## src/rtl/rv_instr_pkg.sv

```systemverilog
// Shared RV32I instruction-class and opcode definitions, used by both the
// word builder and the main_control decoder so encoder and decoder agree.
package rv_instr_pkg;

  typedef enum logic [2:0] {
    TYPE_R    = 3'd0,
    TYPE_I    = 3'd1,
    TYPE_LOAD = 3'd2,
    TYPE_S    = 3'd3,
    TYPE_B    = 3'd4
  } instr_type_e;

  localparam logic [6:0] OP_R    = 7'b0110011;
  localparam logic [6:0] OP_I    = 7'b0010011;
  localparam logic [6:0] OP_LOAD = 7'b0000011;
  localparam logic [6:0] OP_S    = 7'b0100011;
  localparam logic [6:0] OP_B    = 7'b1100011;

endpackage

```

## src/rtl/instr_encode.sv

```systemverilog
// Combinational RV32I encoder: field descriptor in, 32-bit word out.
// type_valid is low for the unsupported classes 5..7 (word is then zero).
module instr_encode
  import rv_instr_pkg::*;
(
  input  logic [2:0]  in_type,
  input  logic [4:0]  in_rd,
  input  logic [4:0]  in_rs1,
  input  logic [4:0]  in_rs2,
  input  logic [2:0]  in_funct3,
  input  logic [6:0]  in_funct7,
  input  logic [12:0] in_imm,
  output logic [31:0] word,
  output logic        type_valid
);

  always_comb begin
    word       = 32'd0;
    type_valid = 1'b1;
    case (in_type)
      TYPE_R:    word = {in_funct7, in_rs2, in_rs1, in_funct3, in_rd, OP_R};
      TYPE_I:    word = {in_imm[11:0], in_rs1, in_funct3, in_rd, OP_I};
      TYPE_LOAD: word = {in_imm[11:0], in_rs1, in_funct3, in_rd, OP_LOAD};
      TYPE_S:    word = {in_imm[11:5], in_rs2, in_rs1, in_funct3, in_imm[4:0], OP_S};
      // Branch offsets are halfword aligned, so imm[0] is dropped.
      TYPE_B:    word = {in_imm[12], in_imm[10:5], in_rs2, in_rs1, in_funct3,
                         in_imm[4:1], in_imm[11], OP_B};
      default:   type_valid = 1'b0;
    endcase
  end

endmodule

```

## src/rtl/instr_word_builder.sv

```systemverilog
// Accepts instruction descriptors, encodes them and writes the words to
// consecutive instruction-memory addresses until DEPTH words are stored.
module instr_word_builder
  import rv_instr_pkg::*;
#(
  parameter  int DEPTH  = 64,
  localparam int ADDR_W = $clog2(DEPTH)
) (
  input  logic              clk,
  input  logic              reset,
  input  logic              clear,
  input  logic              in_valid,
  output logic              in_ready,
  input  logic [2:0]        in_type,
  input  logic [4:0]        in_rd,
  input  logic [4:0]        in_rs1,
  input  logic [4:0]        in_rs2,
  input  logic [2:0]        in_funct3,
  input  logic [6:0]        in_funct7,
  input  logic [12:0]       in_imm,
  output logic              imem_we,
  output logic [ADDR_W-1:0] imem_addr,
  output logic [31:0]       imem_wdata,
  output logic [ADDR_W:0]   count,
  output logic              full,
  output logic              err,
  output logic [1:0]        dbg_state
);

  localparam logic [1:0] ST_ACCEPT = 2'd0;
  localparam logic [1:0] ST_WRITE  = 2'd1;
  localparam logic [1:0] ST_FULL   = 2'd2;

  localparam logic [ADDR_W:0] DEPTH_CNT = (ADDR_W + 1)'(DEPTH);

  logic [1:0]        state_q, state_d;
  logic [ADDR_W-1:0] addr_q, addr_d;
  logic [ADDR_W:0]   count_q, count_d;
  logic [31:0]       wdata_q, wdata_d;
  logic              err_q, err_d;

  logic [31:0] enc_word;
  logic        enc_type_valid;
  logic        accept;

  instr_encode u_encode (
    .in_type    (in_type),
    .in_rd      (in_rd),
    .in_rs1     (in_rs1),
    .in_rs2     (in_rs2),
    .in_funct3  (in_funct3),
    .in_funct7  (in_funct7),
    .in_imm     (in_imm),
    .word       (enc_word),
    .type_valid (enc_type_valid)
  );

  // Handshake: a descriptor transfers on a rising edge where in_valid and
  // in_ready are both high; in_ready depends only on state, and a clear or
  // reset on that same edge discards the transfer.
  assign accept = in_valid & in_ready;

  always_comb begin
    state_d = state_q;
    addr_d  = addr_q;
    count_d = count_q;
    wdata_d = wdata_q;
    err_d   = err_q;
    case (state_q)
      ST_ACCEPT: begin
        if (accept) begin
          if (enc_type_valid) begin
            wdata_d = enc_word;
            state_d = ST_WRITE;
          end else begin
            err_d = 1'b1;
          end
        end
      end
      ST_WRITE: begin
        count_d = count_q + 1'b1;
        // The address saturates on the last word instead of wrapping to 0.
        if (count_d == DEPTH_CNT) begin
          state_d = ST_FULL;
        end else begin
          addr_d  = addr_q + 1'b1;
          state_d = ST_ACCEPT;
        end
      end
      ST_FULL:  state_d = ST_FULL;
      default:  state_d = ST_ACCEPT;
    endcase
    if (clear) begin
      state_d = ST_ACCEPT;
      addr_d  = '0;
      count_d = '0;
      err_d   = 1'b0;
    end
  end

  always_ff @(posedge clk) begin
    if (reset) begin
      state_q <= ST_ACCEPT;
      addr_q  <= '0;
      count_q <= '0;
      wdata_q <= 32'd0;
      err_q   <= 1'b0;
    end else begin
      state_q <= state_d;
      addr_q  <= addr_d;
      count_q <= count_d;
      wdata_q <= wdata_d;
      err_q   <= err_d;
    end
  end

  assign in_ready   = (state_q == ST_ACCEPT);
  assign imem_we    = (state_q == ST_WRITE) & ~clear & ~reset;
  assign imem_addr  = addr_q;
  assign imem_wdata = wdata_q;
  assign count      = count_q;
  assign full       = (state_q == ST_FULL);
  assign err        = err_q;
  assign dbg_state  = state_q;

endmodule

```

## config.mk

```make
export PLATFORM = sky130hd
export DESIGN_NAME = instr_word_builder
export DESIGN_NICKNAME = d
export VERILOG_FILES = /design/src/rtl/rv_instr_pkg.sv /design/src/rtl/instr_encode.sv /design/src/rtl/instr_word_builder.sv
export SDC_FILE = /design/constraint.sdc
export NUM_CORES = 1
export LEC_CHECK = 0
export CAP_MARGIN = 0
export CORE_MARGIN = 3
export CORE_UTILIZATION = 51
export CTS_CLUSTER_SIZE = 28
export DETAILED_ROUTE_END_ITERATION = 12
export DONT_BUFFER_PORTS = 1
export PLACE_DENSITY = 0.69
export RECOVER_POWER = 50
export SLEW_MARGIN = 25
export SYNTH_ARGS = -nofsm -noshare
export SYNTH_HDL_FRONTEND = slang
export SYNTH_SLANG_ARGS = --single-unit
```

## constraint.sdc

```tcl
create_clock -name clk -period 1.6 [get_ports clk]
set_input_delay 0.48 -clock clk [delete_from_list [all_inputs] [get_ports clk]]
set_output_delay 0.48 -clock clk [all_outputs]
set_load 0.03 [all_outputs]
```

==> flow_summary.ini <==
[sta]
finalCriticalPeriod_ps = 1583
finalWorstSetupSlack_ps = 16.98
hold_viol = 0
slew_headroom = 0.6605
post-route-period-util = 0.9894
fmax_mhz = 631.7
whs_ps = 236.6
finalMaxSlewViolations = 0
tightest_slew_ps = 509.2
setup_viol = 0
rsz0062_at_grt = yes
clock_skew_ps = 7.489
setup_tns_ps = 0

[grt]
grt_pass1_wl_mm = 9.342
busiest_layer = met2
grt.met3_usage = 0.1157
antenna_found_initial = 0
met2_usage = 0.3267
grtUsageTotal = 0.2252
grt_overflow_total = 0
use_met1 = 0.2817
grt_pass1_vias = 1956
grt_max_degree = 34

[final_layout]
design_area_sq_um = 2706
final_cell_mix = 38 x dfxtp_1, 32 x nand2_1, 31 x nor2_1
final_common_cell = dfxtp_1
final_nets = 346
n_antenna_cell = 0
postLayoutCoreUtil = 0.6531
syn2layout_area_growth_pct = 19.17
final_layout_size_suffix_gt1_frac = 0.2200

[placement]
gp_congestion = 0.8352
io_buffer_count = 0
placed_cell_area_sq_um = 2506
preCtsSetupSlack_ps = -17.27
hpwl_mm = 4.118

[critical_path]
crit_chain = buf_6, nor2b_4, buf_6
cp_max_fo = 5
slowest_delay_ps = 370
startpoint_type = flip-flop
cp_slowest_cell = dfxtp_4
worstPathRequired_ps = 1120
rrSetupSlack_ps = 30
cp_top_family = flip-flops
cpMostUsedCell = buf_6
worst-path-buf-inv = 2
cp-startpoint = dbg_state[1]
arrival_ps = 1100
r2r_start = count[0]
worstSetupPathType = reg2out
end_kind = output port

[min_path]
hp-class = in2reg
hold_start = reset

[clock_tree]
path_clk_slew_ps = 80
cts_tree = built
cts_inserted_buffers = 5
cts_root_buf = clkbuf_8
hold_buffers = 0
cts_sinks = 45
clockBufferDepth = 2
htree_levels = 2
clock_latency_ps = 300

[power]
powerDensity_nw_per_um2 = 913.6
net-switching-power_w = 0.0006656
p_leak_nw = 1.034
switching_share = 0.2692
p_seq_frac = 0.529
irDropWorstVdd_uv = 622.4
pwr-share-comb = 0.113
p_int_w = 0.001807
p_clk_frac = 0.358

[detailed_routing]
wl_per_cell_um = 16.26
drtPass1Iterations = 4
vias = 2079
ant_nets = 0
finalWirelength_mm = 5.691
drc_errors = 0
post_drt_via_cell_ratio = 5.940
drtIter0Drc = 131

[synthesis]
syn_inst = 280
synth_ff_type = dfxtp_1
synth_edf_count = 0
synth_cell_types = 50
yosysSeqAreaShare = 0.3967
ys_warn_count = 0
syn-cell-area_sq_um = 2271
ys_ff_latch = 45
postSynth.asyncResetShare = 0
avgSynthCellArea_sq_um = 8.110

[die]
io_pins = 96
fp.dieArea_sq_um = 5290
core_area_sq_um = 4144
start_util = 0.5480
num_rows = 23
fp.dieW_um = 72.73
fp.dieH_um = 72.73

[flow_run]
max_cap_violations = 0

[run_status]
status = finished clean
-- metal layers --
metal	up-vias	share of wire
met2	96	0.44
met3	10	0.13
met1	942	0.41
met4	0	0.017
li1	1031	-
met5	-	0
-- cell type report --
class                      count  area, sq um
multi-input combinational    203         1267
clock buffer                   7        86.33
tap                           50        62.56
clock inverter                 1        30.03
timing repair buffer          34        307.8
fill                         378         1438
inverter                      10        37.54
sequential                    45        914.6
-- cell families (layout without fill, tap and decap cells) --
group	Yosys count	in the layout	share of synthesized area
simple gates	108	108	0.2303
compound gates	79	79	0.2424
flops	45	45	0.3967
buf+inv	33	52	0.06832
xor+xnor	6	6	0.02314
mux	6	6	0.02645
fa+ha+maj	2	2	0.01102
other cells	1	2	0.001651
-- power groups by stage --
stage	Sequential, W	Combinational (W)	Clock [W]
2_1_floorplan	0.00134	0.000245	0
6_report	0.00131	0.000280	0.000884
3_3_place_gp	0.00134	0.000270	0
3_5_place_dp	0.00134	0.000277	0
4_1_cts	0.00131	0.000281	0.000913
5_1_grt	0.00132	0.000317	0.000974
-- synthesized netlist by cell type (3+ instances only) --
master | number | area share
dfxtp_1 | 45 | 0.40
nand2_1 | 33 | 0.055
nor2_1 | 33 | 0.055
a21oi_1 | 23 | 0.051
o21ai_0 | 15 | 0.033
clkbuf_1 | 11 | 0.018
inv_1 | 10 | 0.017
nand3_1 | 10 | 0.022
a221oi_1 | 9 | 0.035
nor3_1 | 9 | 0.020
buf_2 | 7 | 0.015
a311oi_1 | 6 | 0.023
mux2i_1 | 6 | 0.026
a211oi_1 | 5 | 0.017
a22o_1 | 5 | 0.019
xor2_1 | 5 | 0.019
buf_4 | 4 | 0.013
or3_1 | 4 | 0.011
o31ai_1 | 3 | 0.0099
-- metrics by stage --
step | power [W] | instances
floorplan | 0.001580 | 281
global placement | 0.001609 | 337
detailed placement | 0.001617 | 337
CTS | 0.002505 | 347
global route | 0.002609 | 350
finish | 0.002473 | 350
-- worst register-to-register path, delay by kind of cell, from the launching register on --
| family | cells | cell delay [ps] |
|---|---|---|
| AND/OR/NAND/NOR | 3 | 670 |
| flip-flops | 1 | 350 |
| adder cells (fa/ha/maj) | 1 | 210 |
| buffers and inverters | 1 | 160 |
| AO/OA/AOI/OAI | 1 | 140 |
-- registers in the layout, indices dropped and copies added, names as in the netlist --
register	flops
err	1
count	7
dbg_state	2
imem_addr	6
imem_wdata	29
-- path summary, 6_finish.rpt --
| path | end | cells past startpoint |
|---|---|---|
| setup / recovery | full | 3 |
| hold / removal | imem_wdata[13] | 1 |
| hold reg to reg | count[1] | 2 |
| setup reg to reg | imem_addr[3] | 6 |
-- what timing repair did --
action	4_1_cts	5_1_grt
pin swaps	1	3
setup buffers	2	3
setup endpoints to repair	6	15
resized for setup	10	5
endpoints found under the hold margin	0	0
Power figures use the tool's default switching activity.
